**src/rtl/exec_pkg.sv**
```systemverilog
// Shared types and encodings for the execute-stage sequencer: FSM states,
// MIPS opcode/func values, 5-bit ALU op codes and the aluctl/decode layouts.
package exec_pkg;

    typedef enum logic [2:0] {
        ST_IDLE,
        ST_ISSUE,
        ST_WAIT,
        ST_WB,
        ST_HALT
    } state_t;

    // Operand routing: first name goes to A, second to B.
    typedef enum logic [1:0] {
        SEL_RS_RT,
        SEL_RT_SHAMT,
        SEL_RT_RS,
        SEL_RS_IMM
    } opsel_t;

    localparam logic [5:0] OP_RTYPE = 6'b000000;
    localparam logic [5:0] OP_ADDI  = 6'b001000;
    localparam logic [5:0] OP_ADDIU = 6'b001001;
    localparam logic [5:0] OP_SLTI  = 6'b001010;
    localparam logic [5:0] OP_ANDI  = 6'b001100;
    localparam logic [5:0] OP_ORI   = 6'b001101;
    localparam logic [5:0] OP_XORI  = 6'b001110;
    localparam logic [5:0] OP_LUI   = 6'b001111;

    localparam logic [5:0] FN_SLL   = 6'b000000;
    localparam logic [5:0] FN_SRL   = 6'b000010;
    localparam logic [5:0] FN_SRA   = 6'b000011;
    localparam logic [5:0] FN_SLLV  = 6'b000100;
    localparam logic [5:0] FN_SRLV  = 6'b000110;
    localparam logic [5:0] FN_HALT  = 6'b001100;
    localparam logic [5:0] FN_MUL   = 6'b011000;
    localparam logic [5:0] FN_DIV   = 6'b011010;
    localparam logic [5:0] FN_ADD   = 6'b100000;
    localparam logic [5:0] FN_ADDU  = 6'b100001;
    localparam logic [5:0] FN_SUB   = 6'b100010;
    localparam logic [5:0] FN_SUBU  = 6'b100011;
    localparam logic [5:0] FN_AND   = 6'b100100;
    localparam logic [5:0] FN_OR    = 6'b100101;
    localparam logic [5:0] FN_XOR   = 6'b100110;
    localparam logic [5:0] FN_NOR   = 6'b100111;
    localparam logic [5:0] FN_SLT   = 6'b101010;

    localparam logic [4:0] ALU_XOR  = 5'd0;
    localparam logic [4:0] ALU_SLL  = 5'd1;
    localparam logic [4:0] ALU_SLLV = 5'd2;
    localparam logic [4:0] ALU_SRL  = 5'd3;
    localparam logic [4:0] ALU_SUB  = 5'd4;
    localparam logic [4:0] ALU_SRLV = 5'd5;
    localparam logic [4:0] ALU_SLT  = 5'd6;
    localparam logic [4:0] ALU_SUBU = 5'd8;
    localparam logic [4:0] ALU_OR   = 5'd9;
    localparam logic [4:0] ALU_NOR  = 5'd10;
    localparam logic [4:0] ALU_ADDU = 5'd11;
    localparam logic [4:0] ALU_MUL  = 5'd12;
    localparam logic [4:0] ALU_DIV  = 5'd13;
    localparam logic [4:0] ALU_AND  = 5'd14;
    localparam logic [4:0] ALU_ADD  = 5'd15;
    localparam logic [4:0] ALU_SRA  = 5'd17;
    localparam logic [4:0] ALU_SLTI = 5'd27;
    localparam logic [4:0] ALU_LUI  = 5'd28;

    typedef struct packed {
        logic [4:0] op_code;
        logic       is_itype;
    } aluctl_t;

    typedef struct packed {
        logic    supported;
        logic    halt;
        aluctl_t ctl;
        opsel_t  opsel;
        logic    dest_rt;
    } decode_t;

endpackage

```
**src/rtl/exec_decode.sv**
```systemverilog
// Combinational instruction classifier: opcode/func to ALU control, operand
// routing and destination selection. Unlisted encodings report unsupported.
module exec_decode
    import exec_pkg::*;
(
    input  logic [5:0] opcode,
    input  logic [5:0] func,
    output decode_t    dec
);

    always_comb begin
        // NOTE: every field gets a default before the case so no path can infer a latch.
        dec       = '0;
        dec.opsel = SEL_RS_RT;
        if (opcode == OP_RTYPE) begin
            dec.supported = 1'b1;
            case (func)
                FN_XOR:  dec.ctl.op_code = ALU_XOR;
                FN_SLL:  begin dec.ctl.op_code = ALU_SLL;  dec.opsel = SEL_RT_SHAMT; end
                FN_SLLV: begin dec.ctl.op_code = ALU_SLLV; dec.opsel = SEL_RT_RS;    end
                FN_SRL:  begin dec.ctl.op_code = ALU_SRL;  dec.opsel = SEL_RT_SHAMT; end
                FN_SUB:  dec.ctl.op_code = ALU_SUB;
                FN_SRLV: begin dec.ctl.op_code = ALU_SRLV; dec.opsel = SEL_RT_RS;    end
                FN_SLT:  dec.ctl.op_code = ALU_SLT;
                FN_SUBU: dec.ctl.op_code = ALU_SUBU;
                FN_OR:   dec.ctl.op_code = ALU_OR;
                FN_NOR:  dec.ctl.op_code = ALU_NOR;
                FN_ADDU: dec.ctl.op_code = ALU_ADDU;
                FN_MUL:  dec.ctl.op_code = ALU_MUL;
                FN_DIV:  dec.ctl.op_code = ALU_DIV;
                FN_AND:  dec.ctl.op_code = ALU_AND;
                FN_ADD:  dec.ctl.op_code = ALU_ADD;
                FN_SRA:  begin dec.ctl.op_code = ALU_SRA;  dec.opsel = SEL_RT_SHAMT; end
                FN_HALT: begin dec.supported = 1'b0; dec.halt = 1'b1; end
                default: dec.supported = 1'b0;
            endcase
        end else begin
            dec.supported    = 1'b1;
            dec.ctl.is_itype = 1'b1;
            dec.opsel        = SEL_RS_IMM;
            dec.dest_rt      = 1'b1;
            case (opcode)
                OP_ADDI:  dec.ctl.op_code = ALU_ADD;
                OP_ADDIU: dec.ctl.op_code = ALU_ADDU;
                OP_ANDI:  dec.ctl.op_code = ALU_AND;
                OP_XORI:  dec.ctl.op_code = ALU_XOR;
                OP_ORI:   dec.ctl.op_code = ALU_OR;
                OP_SLTI:  dec.ctl.op_code = ALU_SLTI;
                OP_LUI:   dec.ctl.op_code = ALU_LUI;
                default:  dec.supported   = 1'b0;
            endcase
        end
    end

endmodule

```
**src/rtl/exec_sequencer.sv**
```systemverilog
// Execute-stage sequencer: accept one decoded instruction, issue it to the ALU,
// wait for a variable-latency result (with timeout) and write it back once.
module exec_sequencer
    import exec_pkg::*;
#(
    parameter int TIMEOUT_CYCLES = 64
) (
    input  logic        clk,
    input  logic        rst,
    input  logic        inst_valid,
    output logic        inst_ready,
    input  logic [5:0]  opcode,
    input  logic [5:0]  func,
    input  logic [4:0]  sh_amount,
    input  logic [4:0]  rd_idx,
    input  logic [4:0]  rt_idx,
    input  logic [31:0] rs_data,
    input  logic [31:0] rt_data,
    input  logic [31:0] seimm,
    output logic [5:0]  aluctl,
    output logic [31:0] A,
    output logic [31:0] B,
    output logic        alu_start,
    input  logic [31:0] alu_out_data,
    input  logic        alu_ready,
    output logic        rd_we,
    output logic [4:0]  rd_addr,
    output logic [31:0] rd_data_output,
    output logic        halted,
    output logic        err
);

    localparam int            CW        = $clog2(TIMEOUT_CYCLES + 1);
    localparam logic [CW-1:0] WAIT_LAST = CW'(TIMEOUT_CYCLES - 1);

    state_t        state, state_nx;
    decode_t       dec;
    logic          err_nx;
    logic [31:0]   op_a, op_b;
    logic [4:0]    dest;
    logic [CW-1:0] wait_cnt;

    exec_decode u_decode (
        .opcode (opcode),
        .func   (func),
        .dec    (dec)
    );

    always_comb begin
        state_nx = state;
        err_nx   = 1'b0;
        case (state)
            ST_IDLE: begin
                if (inst_valid) begin
                    if (dec.halt)           state_nx = ST_HALT;
                    else if (dec.supported) state_nx = ST_ISSUE;
                    else                    err_nx   = 1'b1;
                end
            end
            ST_ISSUE: state_nx = ST_WAIT;
            ST_WAIT: begin
                if (alu_ready) begin
                    state_nx = ST_WB;
                end else if (wait_cnt == WAIT_LAST) begin
                    state_nx = ST_IDLE;
                    err_nx   = 1'b1;
                end
            end
            ST_WB:   state_nx = ST_IDLE;
            ST_HALT: state_nx = ST_HALT;
            default: state_nx = ST_IDLE;
        endcase
    end

    always_comb begin
        op_a = rs_data;
        op_b = rt_data;
        case (dec.opsel)
            SEL_RT_SHAMT: begin op_a = rt_data; op_b = {27'b0, sh_amount}; end
            SEL_RT_RS:    begin op_a = rt_data; op_b = rs_data;            end
            SEL_RS_IMM:   begin op_a = rs_data; op_b = seimm;              end
            default:      begin op_a = rs_data; op_b = rt_data;            end
        endcase
    end

    // NOTE: sequential state uses non-blocking assignments so every register samples pre-edge values.
    always_ff @(posedge clk or posedge rst) begin
        if (rst) state <= ST_IDLE;
        else     state <= state_nx;
    end

    // Outputs are registered from the next state, so they line up with the state they describe.
    always_ff @(posedge clk or posedge rst) begin
        if (rst) begin
            inst_ready     <= 1'b1;
            alu_start      <= 1'b0;
            rd_we          <= 1'b0;
            halted         <= 1'b0;
            err            <= 1'b0;
            aluctl         <= '0;
            A              <= '0;
            B              <= '0;
            rd_addr        <= '0;
            rd_data_output <= '0;
            dest           <= '0;
            wait_cnt       <= '0;
        end else begin
            inst_ready <= (state_nx == ST_IDLE);
            alu_start  <= (state_nx == ST_ISSUE);
            halted     <= (state_nx == ST_HALT);
            rd_we      <= (state_nx == ST_WB) && (dest != 5'd0);
            err        <= err_nx;
            wait_cnt   <= (state == ST_WAIT) ? wait_cnt + CW'(1) : '0;
            if (state == ST_IDLE && state_nx == ST_ISSUE) begin
                aluctl <= dec.ctl;
                A      <= op_a;
                B      <= op_b;
                dest   <= dec.dest_rt ? rt_idx : rd_idx;
            end
            if (state == ST_WAIT && alu_ready) begin
                rd_addr        <= dest;
                rd_data_output <= alu_out_data;
            end
        end
    end

endmodule

```
**config.mk**
```make
export PLATFORM = sky130hd
export DESIGN_NAME = exec_sequencer
export DESIGN_NICKNAME = d
export VERILOG_FILES = /design/src/rtl/exec_pkg.sv /design/src/rtl/exec_decode.sv /design/src/rtl/exec_sequencer.sv
export SDC_FILE = /design/constraint.sdc
export NUM_CORES = 1
export LEC_CHECK = 0
export ABC_CLOCK_PERIOD_IN_PS = 6000
export BUFFER_PORTS_ARGS = -buffer_cell sky130_fd_sc_hd__buf_2
export CAP_MARGIN = 20
export CORE_ASPECT_RATIO = 1.4
export CORE_MARGIN = 5
export CORE_UTILIZATION = 30
export DETAILED_ROUTE_END_ITERATION = 8
export MAX_ROUTING_LAYER = met4
export PLACE_DENSITY = 0.54
export SYNTH_ARGS = -nofsm -noshare
export SYNTH_HDL_FRONTEND = slang
export SYNTH_HIERARCHICAL = 1
export SYNTH_SLANG_ARGS = --single-unit
```
**constraint.sdc**
```tcl
create_clock -name clk -period 6 [get_ports clk]
set_input_delay 1.5 -clock clk [delete_from_list [all_inputs] [get_ports clk]]
set_output_delay 1.5 -clock clk [all_outputs]
set_load 0.05 [all_outputs]
```
==> Word level (Yosys, flattened, before mapping) <==
Index checks and enable logic that the tools add are counted.
{ "word_totals": {"reg_bits": 127, "in_bits": 159, "output_inout_bits": 112, "wordCells": 87} }
{ "op_classes": {"add_sub_neg": 1, "n_eq_ne": 33, "muxes": 27, "reduce_logical": 13} }
{ "ops": {"columns": ["op", "n"], "rows": [
  ["$pmux 32 s3", 1],
  ["$pmux 5 s15", 1],
  ["$eq 6x6->1 const B", 9],
  ["$eq 6x4->1 const B", 8],
  ["$mux 32", 1],
  ["$pmux 5 s6", 1],
  ["$reduce_or 16->1", 1],
  ["$mux 3", 5],
  ["$eq 6x2->1 const B", 2],
  ["$eq 6x3->1 const B", 2],
  ["$eq 6x5->1 const B", 2],
  ["$logic_not 6->1", 2],
  ["$pmux 3 s4", 1],
  ["$mux 1", 11],
  ["$mux 5", 2],
  ["$add 7x1->7 const B", 1],
  ["$eq 7x6->1 const B", 1],
  ["$mux 7", 1],
  ["$reduce_or 7->1", 1],
  ["$eq 3x1->1 const B", 2],
  ["$eq 3x2->1 const B", 2],
  ["$eq 3x3->1 const B", 2],
  ["$logic_not 3->1", 2],
  ["$reduce_bool 5->1", 1],
  ["8 further kinds", 12]
]} }

==> Depth between registers and ports, before layout <==
Gate-level depths: netlist (run 1).
{ "logic_depth": {"ltp_word": 10, "mapped_depth": 11, "depth_no_buf": 9} }

==> Cells and area by module <==
Netlist (run 1), hierarchy kept.
{ "by_module_without_submodules": {"columns": ["mod", "n_inst", "cells_each", "area_per_inst_um2", "seq_area_each_um2"], "rows": [
  ["exec_sequencer", 1, 500, 5952.0, 3179.3],
  ["exec_decode", 1, 77, 481.7, 0.0]
]} }

==> Least setup slack after synthesis (run 1) <==
No wires, ideal clock.
{ "synth_path": {"kind": "input -> register", "start": "input port func[2]", "end": "register B[10]", "setup_time_ns": 0.125, "arrival_time_ns": 3.546, "required_ns": 5.875, "setup_slack_ns": 2.329, "cell_stages": 11, "path_buffers": 3, "cell_sequence": "buf_6 -> nand2b_4 -> a221oi_2 -> a21oi_1 -> or4_1 -> a21boi_1 -> nand4bb_1 -> or2_4 -> buf_6 -> buf_6 -> mux2_4"} }
{ "synth_rtl": {"columns": ["item", "line_no", "text"], "rows": [
  ["from (decl)", "exec_sequencer.sv:13", "input logic [5:0] func,"],
  ["to (signal assigned)", "exec_sequencer.sv:117", "B <= op_b;"],
  ["to (decl)", "exec_sequencer.sv:22", "output logic [31:0] B,"]
]} }

==> results of run 1 <==
-- path summary, 6_finish.rpt --
path | startpoint | endpoint | slack, ns | cells past startpoint
hold reg to reg | wait_cnt[0] | wait_cnt[0] | 0.46 | 1
max in group asynchronous | rst | A[20] | 3.65 | 3
hold / removal | wait_cnt[0] | wait_cnt[0] | 0.46 | 1
min in group asynchronous | rst | rd_data_output[3] | 1.26 | 2
setup / recovery | opcode[1] | B[28] | 1.95 | 10
setup reg to reg | state[1] | B[28] | 3.72 | 5
-- stage by stage --
| stage | utilization (%) | cell area, um2 |
|---|---|---|
| detailed placement | 37.70 | 7965 |
| global route | 40.79 | 8617 |
| global placement | 37.70 | 7965 |
| finish | 40.79 | 8617 |
| CTS | 40.68 | 8594 |
| floorplan | - | 6434 |
-- metal layers --
metal | global-route usage, % | wire length [um] | vias to the layer above | share of wire [%]
met4 | 5.846 | 399 | 0 | 2.0
li1 | - | - | 2606 | -
met5 | - | 0 | - | 0
met3 | 3.211 | 1002 | 20 | 5.0
met1 | 19.56 | 8506 | 2555 | 43
met2 | 27.26 | 10070 | 191 | 50
-- state kept, by name, summed over array words and instances (netlist names) --
name            flops
A                  32
B                  32
alu_start           1
aluctl              6
dest                5
err                 1
halted              1
inst_ready          1
rd_addr             5
rd_data_output     32
rd_we               1
state               3
wait_cnt            7
-- layout make-up --
type / instances / area share (%)
sequential: 127 / 36.90
multi-input combinational: 397 / 34.92
timing repair buffer: 278 / 16.67
clock buffer: 19 / 5.140
tap: 260 / 3.775
clock inverter: 13 / 2.163
inverter: 8 / 0.4066
antenna: 1 / 0.02904
-- cell usage in the layout (no fill, tap or decap), types with 2 or more instances in the layout --
cell	netlist	layout
a222oi_1	5	5
a21o_1	2	2
xor2_1	2	2
a22o_1	2	2
mux2_4	32	32
inv_1	8	7
inv_6	0	2
nand3_1	5	5
and3_1	4	4
a22oi_1	28	28
buf_2	8	270
or4_1	2	2
o2bb2ai_1	3	3
dfrtp_1	126	126
nor3_1	2	2
nand4bb_2	0	2
mux2_2	45	45
buf_12	0	2
o22ai_1	2	2
or2_4	2	2
or3_1	4	4
clkinv_2	0	3
nor4bb_1	2	2
bufinv_16	0	4
ha_1	5	4
a21oi_1	12	12
nand2_1	41	41
nor2_1	20	20
mux2i_1	38	38
buf_4	1	6
clkbuf_16	0	17
clkinv_4	0	4
nor2b_1	2	2
o21ai_0	107	107
o21ai_1	5	5
nand2b_1	5	5
xnor2_1	2	2
-- critical path: stages --
cell and delay (ns):
buf_2 0.14, nor2_1 0.17, and3_1 0.25, inv_1 0.22
nor3_1 0.34, nand4bb_2 0.20, buf_4 0.37, or2_4 0.41
buf_12 0.33, mux2_4 0.33
-- where the power goes --
part | total, W | switching [W] | internal (W)
clock network | 0.00110 | 0.000392 | 0.000708
registers | 0.00144 | 0.000196 | 0.00124
logic | 0.00241 | 0.00176 | 0.000654
-- cells by family (layout without fill, tap and decap cells) --
| group | count (synthesis) | after routing |
|---|---|---|
| fa+ha+maj | 5 | 5 |
| other cells | 0 | 1 |
| xor+xnor | 4 | 4 |
| compound gates | 175 | 175 |
| mux | 115 | 115 |
| buf+inv | 53 | 318 |
| flops | 127 | 127 |
| simple gates | 98 | 98 |
==> metrics.log, run 1 <==
[metrics] number of synthesized flops with an enable pin: 0
[metrics] critical path arrival: 4.34 ns
[metrics] top-count cell post-synth: dfrtp_1
[metrics] summed negative setup slack over all endpoints: 0 ns
[metrics] proportion of layout cells with a drive suffix above 1: 47.27%
[metrics] number of warning messages in the yosys log: 6
[metrics] TritonCTS Sinks: 127
[metrics] ANT nets after route: 0
[metrics] count of TritonRoute iterations in the first routing pass: 5
[metrics] total via count after detailed routing: 5372
[metrics] area taken by flip-flops and latches: 0.003179 mm2
[metrics] die outline area: 0.02452 mm2
[metrics] worst-case vdd ir drop: 286.5 uV
[metrics] adder-cell area share of the yosys netlist: 0.9724%
[metrics] transition at the pin with the smallest max-transition slack: 0.9373 ns
[metrics] post-synthesis net count: 741
[metrics] tightest hold margin: 0.4594 ns
[metrics] Post-Synthesis Mean Instance Area: 11.15 um2
[metrics] status: completed
[metrics] initial standard-cell utilization of the core: 30.45%
[metrics] Placed Cells: 1069
[metrics] distinct cell type count after synthesis: 50
[metrics] number of violations reported at the end of detailed-routing iteration 0: 267
[metrics] die boundary height: 183.3 um
[metrics] Placeable Area: 0.02113 mm2
[metrics] largest net degree at the start of global routing: 88
[metrics] Fin. Hold Viols: 0
[metrics] floorplan die width: 133.8 um
[metrics] cell type contributing the most total cell area after synthesis: dfrtp_1
[metrics] Clock H-tree levels: 4
[metrics] part of the Yosys area used for sequential elements: 49.42%
[metrics] number of setup violations in the final report: 0
[metrics] vias in the first global route: 5500
[metrics] share of async-settable or async-resettable flops after synthesis: 100.0%
[metrics] Synth Instances: 577
[metrics] multi-input logic area: 0.003009 mm2
[metrics] leakage power summed over all cells: 4.219 nW
[metrics] # Max-Cap Violations: 0
[metrics] number of placement rows: 63
[metrics] buffer levels on the longest clock path: 2
[metrics] remaining global-route overflow: 0
[metrics] most used flip-flop cell after synthesis: dfrtp_1
[metrics] highest achievable clock rate: 247.0 MHz
[metrics] GR Util All Layers: 16.29%
[metrics] fin. max-slew vios: 0
[metrics] largest cells by area after synthesis: dfrtp_1, o21ai_0, mux2_2
[metrics] layout-stage area growth over the synthesis result: 33.94%
[metrics] Setup CP Type: in2reg
[metrics] GP Congestion: 0.8230
[metrics] fill count: 2119
[metrics] WL per Instance: 18.11 um
[metrics] Synth Register Bits: 127
[metrics] setup slack after placement: 1.527 ns
[metrics] number of remaining DRC errors: 0
[metrics] Worst Setup Slack, final: 1.952 ns
[metrics] portion of the clock cycle consumed by the worst path in the final layout: 67.46%
[metrics] final critical delay including setup and external delays: 4.048 ns
[metrics] post-cts hold buffer count: 0
[metrics] number of clock buffers inserted by TritonCTS: 17
[metrics] pwr dens: 574.6 mW/mm2
[metrics] Hold WC Path Type: reg2reg
[metrics] first-pass GRT wire length: 30.32 mm
[metrics] total wire length after detailed routing: 19.97 mm
[metrics] number of gates resized after cts: 0
[metrics] clock tree root driver cell: clkbuf_16
[metrics] combinational family with the most area after synthesis: multiplexers
[metrics] critical path capture point type: register
[metrics] number of post-CTS setup repair buffers: 0
[metrics] per-cell via count in the routed design: 4.870
[metrics] complex-gate fraction of the synthesized area: 16.04%
[metrics] number of top-level pins: 271
[metrics] required time worst endpoint: 6.29 ns
[metrics] Worst Setup Start Kind: input pin
[metrics] number of antenna violations at the first check in global routing: 1
[metrics] fraction of the mapped netlist area in simple logic gates: 7.760%
[metrics] post-layout instance count excluding filler cells: 1103
[metrics] TritonCTS clock tree: built
[metrics] unrepaired setup endpoints after global routing: no
[metrics] PortBufs: 270
[metrics] clock latency on the worst-skew pair: 0.41 ns
[metrics] clock slew seen by the registers of the worst setup and hold paths: 0.06 ns
[metrics] total chip power: 0.004952 W
[metrics] ranking of synthesized cells by instance count: dfrtp_1, o21ai_0, mux2_2, nand2_1, mux2i_1
[metrics] final HPWL from detailed placement: 14.78 mm
[metrics] share of Yosys cell area claimed by the top area cell type: 49.01%
[metrics] multiplexer share of the synthesized area: 21.26%
[metrics] xor/xnor share of the synthesized area: 0.5445%
[metrics] post-layout net count: 993
[metrics] Layout Skew: 0.006278 ns
[metrics] highest net fanout along the worst path: 55
[metrics] post-synthesis cell area: 0.006434 mm2
[metrics] Worst slew margin: 37.51%
No activity file was read; power rests on OpenSTA's default activity.
==> run 2, diff against run 1 <==
--- a/config.mk
+++ b/config.mk
@@ -5,7 +5,8 @@
 export SDC_FILE = /design/constraint.sdc
 export NUM_CORES = 1
 export LEC_CHECK = 0
-export ABC_CLOCK_PERIOD_IN_PS = 6000
+export ABC_AREA = 1
+export ABC_CLOCK_PERIOD_IN_PS = 3900
 export BUFFER_PORTS_ARGS = -buffer_cell sky130_fd_sc_hd__buf_2
 export CAP_MARGIN = 20
 export CORE_ASPECT_RATIO = 1.4
==> constraint.sdc (replaced) <==
create_clock -name clk -period 3.9 [get_ports clk]
set_input_delay 0.975 -clock clk [delete_from_list [all_inputs] [get_ports clk]]
set_output_delay 0.975 -clock clk [all_outputs]
set_load 0.05 [all_outputs]
==> run 2 against run 1 <==
  * Critical path depth unchanged
  * Clock skew is 0.0016 ns higher
  * Global-route usage up 1.9 points
  * Non-clock buffer count increased by 10
  * Largest power group unchanged
==> metrics.log, run 2 <==
[metrics] proportion of layout cells with a drive suffix above 1: 33.70% (was 47.27%)
[metrics] number of synthesized flops with an enable pin: 0 (unchanged)
[metrics] adder-cell area share of the yosys netlist: 0.9566% (was 0.9724%)
[metrics] number of placement rows: 64 (was 63)
[metrics] GR Util All Layers: 18.22% (was 16.29%)
[metrics] number of remaining DRC errors: 0 (unchanged)
[metrics] Setup CP Type: in2reg (unchanged)
[metrics] Synth Instances: 817 (was 577)
[metrics] number of clock buffers inserted by TritonCTS: 17 (unchanged)
[metrics] die boundary height: 184.7 um (was 183.3 um)
[metrics] TritonCTS clock tree: built (unchanged)
[metrics] layout-stage area growth over the synthesis result: 35.37% (was 33.94%)
[metrics] most frequent cells in the layout: nand2_1, buf_2, dfrtp_1 (was buf_2, dfrtp_1, o21ai_0)
[metrics] number of setup violations in the final report: 0 (unchanged)
[metrics] multi-input logic area: 0.002993 mm2 (was 0.003009 mm2)
[metrics] ANT nets after route: 0 (unchanged)
[metrics] highest achievable clock rate: 353.4 MHz
[metrics] total cell area at the placement stage: 0.008219 mm2 (was 0.007965 mm2)
[metrics] status: completed (unchanged)
[metrics] fill count: 2278 (was 2119)
[metrics] Crit path buffers/inverters: 2 (was 4)
[metrics] worst stage delay on the critical path: 0.62 ns (was 0.41 ns)
[metrics] Clock H-tree levels: 4 (unchanged)
[metrics] worst-case vdd ir drop: 310.4 uV (was 286.5 uV)
[metrics] share of Yosys cell area claimed by the top area cell type: 48.21% (was 49.01%)
[metrics] post-layout instance count excluding filler cells: 1392 (was 1103)
[metrics] largest net degree at the start of global routing: 65 (was 88)
[metrics] number of gates resized after cts: 0 (unchanged)
[metrics] clock latency on the worst-skew pair: 0.42 ns (was 0.41 ns)
[metrics] complex-gate fraction of the synthesized area: 5.012% (was 16.04%)
[metrics] pwr dens: 819.0 mW/mm2 (was 574.6 mW/mm2)
[metrics] area taken by flip-flops and latches: 0.003179 mm2 (unchanged)
[metrics] most used flip-flop cell after synthesis: dfrtp_1 (unchanged)
[metrics] Placed Cells: 1358 (was 1069)
[metrics] clock tree root driver cell: clkbuf_16 (unchanged)
[metrics] buffer levels on the longest clock path: 2 (unchanged)
[metrics] clock slew seen by the registers of the worst setup and hold paths: 0.05 ns (was 0.06 ns)
[metrics] number of antenna violations at the first check in global routing: 2 (was 1)
[metrics] Placeable Area: 0.02170 mm2 (was 0.02113 mm2)
[metrics] Worst slew margin: 50.66% (was 37.51%)
[metrics] die outline area: 0.02489 mm2 (was 0.02452 mm2)
[metrics] Top Registers: A: 32 flops, B: 32 flops, rd_data_output: 32 flops (unchanged)
[metrics] vias in the first global route: 6227 (was 5500)
[metrics] Post-Synthesis Mean Instance Area: 8.005 um2 (was 11.15 um2)
[metrics] Reg-to-Reg Start: state[0] (was state[1])
[metrics] post-synthesis cell area: 0.006540 mm2 (was 0.006434 mm2)
[metrics] multiplexer share of the synthesized area: 9.642% (was 21.26%)
[metrics] xor/xnor share of the synthesized area: 0% (was 0.5445%)
[metrics] Worst Setup Start Kind: input pin (unchanged)
[metrics] distinct cell type count after synthesis: 31 (was 50)
[metrics] largest cells by area after synthesis: dfrtp_1, nand2_1, nand3_1 (was dfrtp_1, o21ai_0, mux2_2)
[metrics] critical path arrival: 3.17 ns (was 4.34 ns)
[metrics] Fin. Hold Viols: 0 (unchanged)
[metrics] count of TritonRoute iterations in the first routing pass: 5 (unchanged)
[metrics] TritonCTS Sinks: 127 (unchanged)
[metrics] first-pass GRT wire length: 34.31 mm (was 30.32 mm)
[metrics] fraction of the mapped netlist area in simple logic gates: 30.11% (was 7.760%)
[metrics] initial standard-cell utilization of the core: 30.14% (was 30.45%)
[metrics] portion of the clock cycle consumed by the worst path in the final layout: 72.55%
[metrics] CP Launch Point: func[3] (was opcode[1])
[metrics] most common cell after layout, fill and taps aside: nand2_1 (was buf_2)
[metrics] final HPWL from detailed placement: 16.35 mm (was 14.78 mm)
[metrics] number of violations reported at the end of detailed-routing iteration 0: 356 (was 267)
[metrics] transition at the pin with the smallest max-transition slack: 0.7383 ns (was 0.9373 ns)
[metrics] post-layout net count: 1245 (was 993)
[metrics] ranking of synthesized cells by instance count: nand2_1, dfrtp_1, nand3_1, inv_1 (was dfrtp_1, o21ai_0, mux2_2, nand2_1, mux2i_1)
[metrics] unrepaired setup endpoints after global routing: no (unchanged)
[metrics] total via count after detailed routing: 6242 (was 5372)
[metrics] total chip power: 0.007251 W (was 0.004952 W)
[metrics] GP Congestion: 0.9082 (was 0.8230)
[metrics] combinational family with the most area after synthesis: simple AND/OR/NAND/NOR gates (was multiplexers)
[metrics] leakage power summed over all cells: 4.872 nW (was 4.219 nW)
[metrics] master of the slowest instance on the critical path: ha_1 (was or2_4)
[metrics] Layout Skew: 0.007859 ns (was 0.006278 ns)
[metrics] part of the Yosys area used for sequential elements: 48.61% (was 49.42%)
[metrics] number of top-level pins: 271 (unchanged)
[metrics] Layout Cell Area excl Fill: 0.008853 mm2 (was 0.008617 mm2)
[metrics] # Max-Cap Violations: 0 (unchanged)
[metrics] highest net fanout along the worst path: 21 (was 55)
[metrics] final critical delay including setup and external delays: 2.830 ns
[metrics] total wire length after detailed routing: 21.94 mm (was 19.97 mm)
[metrics] remaining global-route overflow: 0 (unchanged)
[metrics] fin. max-slew vios: 0 (unchanged)
[metrics] per-cell via count in the routed design: 4.484 (was 4.870)
[metrics] summed negative setup slack over all endpoints: 0 ns (unchanged)
[metrics] number of warning messages in the yosys log: 6 (unchanged)
[metrics] cell type contributing the most total cell area after synthesis: dfrtp_1 (unchanged)
[metrics] share of async-settable or async-resettable flops after synthesis: 100.0% (unchanged)
[metrics] number of post-CTS setup repair buffers: 0 (unchanged)
[metrics] Hold WC Path Type: in2async (was reg2reg)
[metrics] floorplan die width: 134.8 um (was 133.8 um)
[metrics] post-cts hold buffer count: 0 (unchanged)
[metrics] top-count cell post-synth: nand2_1 (was dfrtp_1)
[metrics] required time worst endpoint: 4.24 ns (was 6.29 ns)
[metrics] most numerous cell on the critical path: nand2_1
[metrics] Synth Register Bits: 127 (unchanged)
[metrics] kind of cell with the highest combined delay on the critical path: adder cells (was simple AND/OR/NAND/NOR gates)
[metrics] WL per Instance: 15.76 um (was 18.11 um)
[metrics] PortBufs: 270 (unchanged)
[metrics] critical path capture point type: register (unchanged)
[metrics] post-synthesis net count: 981 (was 741)
[metrics] worst path cell trace: buf_2, nor2_2, nand2_1, o21ai_0, ha_1, buf_4, nand2_1, nand2_1, mux2i_1, o21ai_1 (was buf_2, nor2_1, and3_1, inv_1, nor3_1, nand4bb_2, buf_4, or2_4, buf_12, mux2_4)
## run 2: cell types whose count changed after synthesis, moves of 8 or more
cell	delta
nand2_1	+320
clkbuf_1	-12
o21ai_0	-80
a22oi_1	-27
mux2_1	+8
mux2_2	-21
buf_2	+15
mux2_4	-32
nand3_1	+63
inv_1	+26
mux2i_1	-11
o21ai_1	+16
## run 2: final timing paths
kind	to	slack, ns	depth (start not counted)
min in group clk	wait_cnt[0]	0.46	1
max	B[21]	1.07	10
max reg2reg	inst_ready	1.89	7
max in group asynchronous	rd_data_output[4]	2.56	4
min	B[6]	0.45	2
min reg2reg	wait_cnt[0]	0.46	1
## run 2: logic make-up (layout without fill, tap and decap cells)
| group | count (synthesis) | count (layout) |
|---|---|---|
| and+or+nand+nor | 479 | 479 |
| DFF | 127 | 127 |
| buffers and inverters | 84 | 359 |
| AOI/OAI and AO/OA | 63 | 63 |
| muxes | 59 | 59 |
| adders and majority gates | 5 | 5 |
| other | 0 | 3 |
## run 2: metal layers
metal,routed length (um),GRT usage (%),vias to the layer above
met3,1154,3.741,23
met5,0,-,-
li1,-,-,3144
met1,9430,22.34,2883
met2,11030,30.19,192
met4,334,5.705,0
## run 2: stage by stage
step	utilization (%)	hold slack, ns	setup WS, ns
4_1_cts	40.67	0.4643	1.082
5_1_grt	40.79	0.4288	0.7991
3_5_place_dp	37.87	0.4528	0.6291
2_1_floorplan	-	0.4329	1.033
3_3_place_gp	37.87	0.4501	0.6820
6_report	40.80	0.4476	1.070
## run 2: where the power goes
part	leakage (nW)	switching, W	internal (W)	total, W
Combinational	2.96	0.00269	0.000737	0.00343
Clock	0.302	0.000567	0.00108	0.00165
Sequential	1.61	0.000290	0.00188	0.00217
## run 2: cell type report
class	instances	share of cell area, %
clock buffer	24	5.667
timing repair buffer	288	17.35
inverter	41	1.795
clock inverter	6	1.187
antenna	3	0.08479
multi-input combinational	606	33.80
sequential	127	35.91
tap	297	4.197
==> run 3, diff against run 2 <==
--- a/config.mk
+++ b/config.mk
@@ -6,7 +6,7 @@
 export NUM_CORES = 1
 export LEC_CHECK = 0
 export ABC_AREA = 1
-export ABC_CLOCK_PERIOD_IN_PS = 3900
+export ABC_CLOCK_PERIOD_IN_PS = 2700
 export BUFFER_PORTS_ARGS = -buffer_cell sky130_fd_sc_hd__buf_2
 export CAP_MARGIN = 20
 export CORE_ASPECT_RATIO = 1.4
==> constraint.sdc (replaced) <==
create_clock -name clk -period 2.7 [get_ports clk]
set_input_delay 0.675 -clock clk [delete_from_list [all_inputs] [get_ports clk]]
set_output_delay 0.675 -clock clk [all_outputs]
set_load 0.05 [all_outputs]
==> run 3 against run 2 <==
  * Critical path depth did not move
  * Wire length is 1.6% lower
  * Global-route usage decreased by 0.51 points
==> metrics.log, run 3 (synthesis gave the netlist of run 2 again) <==
[metrics] status: completed (unchanged)
[metrics] number of placement rows: 64 (unchanged)
[metrics] critical path arrival: 2.56 ns (was 3.17 ns)
[metrics] number of clock buffers inserted by TritonCTS: 17 (unchanged)
[metrics] number of top-level pins: 271 (unchanged)
[metrics] clock latency on the worst-skew pair: 0.41 ns (was 0.42 ns)
[metrics] clock slew seen by the registers of the worst setup and hold paths: 0.06 ns (was 0.05 ns)
[metrics] total chip power: 0.01029 W (was 0.007251 W)
[metrics] Worst slew margin: 68.50% (was 50.66%)
[metrics] GR Util All Layers: 17.72% (was 18.22%)
[metrics] Reg-to-Reg Start: state[0] (unchanged)
[metrics] post-layout instance count excluding filler cells: 1406 (was 1392)
[metrics] TritonCTS Sinks: 127 (unchanged)
[metrics] post-layout net count: 1257 (was 1245)
[metrics] final critical delay including setup and external delays: 2.260 ns
[metrics] worst setup path endpoint: A[4] (was B[21])
[metrics] WL per Instance: 15.36 um (was 15.76 um)
[metrics] Worst Setup Slack, final: 0.4403 ns (was 1.070 ns)
[metrics] summed negative setup slack over all endpoints: 0 ns (unchanged)
[metrics] Worst R2R Path Depth: 7 (unchanged)
[metrics] total wire length after detailed routing: 21.59 mm (was 21.94 mm)
[metrics] number of post-CTS setup repair buffers: 0 (unchanged)
[metrics] first-pass GRT wire length: 33.40 mm (was 34.31 mm)
[metrics] Placed Cells: 1371 (was 1358)
[metrics] Placeable Area: 0.02170 mm2 (unchanged)
[metrics] required time worst endpoint: 3.00 ns (was 4.24 ns)
[metrics] CP Launch Point: func[0] (was func[3])
[metrics] pwr dens: 1148 mW/mm2 (was 819.0 mW/mm2)
[metrics] endpoint of the worst-slack reg-to-reg timing path: rd_data_output[4] (was inst_ready)
[metrics] portion of the clock cycle consumed by the worst path in the final layout: 83.69%
[metrics] die outline area: 0.02489 mm2 (unchanged)
[metrics] highest achievable clock rate: 442.5 MHz
[metrics] initial standard-cell utilization of the core: 30.14% (unchanged)
[metrics] setup slack after placement: 0.01859 ns (was 0.6291 ns)
[metrics] unrepaired setup endpoints after global routing: no (unchanged)
[metrics] number of gates resized after cts: 0 (unchanged)
[metrics] fin. max-slew vios: 0 (unchanged)
[metrics] Clock H-tree levels: 4 (unchanged)
[metrics] number of remaining DRC errors: 0 (unchanged)
[metrics] clock tree root driver cell: clkbuf_16 (unchanged)
[metrics] most common cell after layout, fill and taps aside: nand2_1 (unchanged)
[metrics] count of TritonRoute iterations in the first routing pass: 5 (unchanged)
[metrics] number of antenna violations at the first check in global routing: 3 (was 2)
[metrics] remaining global-route overflow: 0 (unchanged)
[metrics] post-cts hold buffer count: 0 (unchanged)
[metrics] largest net degree at the start of global routing: 59 (was 65)
[metrics] buffer levels on the longest clock path: 2 (unchanged)
[metrics] tightest hold margin: 0.2852 ns (was 0.4476 ns)
[metrics] layout-stage area growth over the synthesis result: 37.10% (was 35.37%)
[metrics] most frequent cells in the layout: nand2_1, buf_2, dfrtp_1 (unchanged)
[metrics] final HPWL from detailed placement: 16.48 mm (was 16.35 mm)
[metrics] proportion of layout cells with a drive suffix above 1: 34.66% (was 33.70%)
[metrics] Worst Setup Start Kind: input pin (unchanged)
[metrics] worst-case vdd ir drop: 494.1 uV (was 310.4 uV)
[metrics] highest net fanout along the worst path: 27 (was 21)
[metrics] # Max-Cap Violations: 0 (unchanged)
[metrics] leakage power summed over all cells: 4.920 nW (was 4.872 nW)
[metrics] number of violations reported at the end of detailed-routing iteration 0: 338 (was 356)
[metrics] PortBufs: 270 (unchanged)
[metrics] TritonCTS clock tree: built (unchanged)
[metrics] number of setup violations in the final report: 0 (unchanged)
[metrics] Fin. Hold Viols: 0 (unchanged)
[metrics] Top Registers: A: 32 flops, B: 32 flops, rd_data_output: 32 flops (unchanged)
[metrics] Hold WC Path Type: in2async (unchanged)
[metrics] per-cell via count in the routed design: 4.467 (was 4.484)
[metrics] transition at the pin with the smallest max-transition slack: 0.4715 ns (was 0.7383 ns)
[metrics] vias in the first global route: 6249 (was 6227)
[metrics] ANT nets after route: 0 (unchanged)
[metrics] floorplan die width: 134.8 um (unchanged)
[metrics] slack of the worst reg-to-reg path: 1.07 ns (was 1.89 ns)
[metrics] total via count after detailed routing: 6281 (was 6242)
[metrics] die boundary height: 184.7 um (unchanged)
[metrics] GP Congestion: 0.9498 (was 0.9082)
[metrics] critical path capture point type: register (unchanged)
[metrics] Setup CP Type: in2reg (unchanged)
[metrics] Layout Skew: 0.006841 ns (was 0.007859 ns)
-- run 3: changes by cell type in the layout (fill, tap and decap cells not counted), sizes merged --
cell and delta:
bufinv -2, inv +3, diode +1, buf +12, clkinvlp +3, clkbuf -5, clkinv +2
-- run 3: final cells by class --
class	count	area (um2)
Sequential cell	127	3179
Tap cell	297	371.6
Timing Repair Buffer	300	1689
Fill cell	2277	12730
Inverter	41	158.9
Antenna cell	4	10.01
Clock buffer	19	452.9
Multi-Input combinational cell	606	2993
Clock inverter	12	111.4
-- run 3: stage by stage --
stage	util [%]	cell area, um2
2_1_floorplan	-	6544
3_3_place_gp	38.67	8392
3_5_place_dp	38.67	8392
4_1_cts	41.27	8956
5_1_grt	41.32	8966
6_report	41.32	8966
-- run 3: worst min-delay path by stage --
stage                 startpoint                end  slack, ns  depth (start not counted)
2_1_floorplan        wait_cnt[0]        wait_cnt[0]       0.43                          1
3_3_place_gp   rd_data_output[3]  rd_data_output[3]       0.45                          2
4_1_cts                      rst               B[7]       0.28                          2
3_5_place_dp   rd_data_output[2]  rd_data_output[2]       0.45                          2
5_1_grt                      rst               B[7]       0.30                          2
6_report                     rst               B[7]       0.29                          2
-- run 3: power by group --
part / total [W] / switching (W) / internal (W) / leakage (nW)
clock: 0.00218 / 0.000862 / 0.00131 / 0.272
combinational: 0.00497 / 0.00389 / 0.00108 / 3.04
sequential: 0.00315 / 0.000427 / 0.00272 / 1.61
total: 0.0103 / 0.00518 / 0.00512 / 4.92
-- run 3: metal layers --
layer  GRT usage (%)  vias to the layer above  part of all wire, %
met4           6.438                        0                  2.2
met5               -                        -                    0
met3           3.304                       28                  5.0
met1           20.59                     2909                   41
li1                -                     3177                    -
met2           30.49                      167                   51
-- run 3: critical path: stages --
cell     delay [ns]
buf_2          0.14
nor2_2         0.26
nand3_1        0.15
nand3_1        0.19
inv_1          0.09
ha_2           0.36
buf_12         0.21
mux2_1         0.34
nand2_1        0.07
nand2_1        0.05
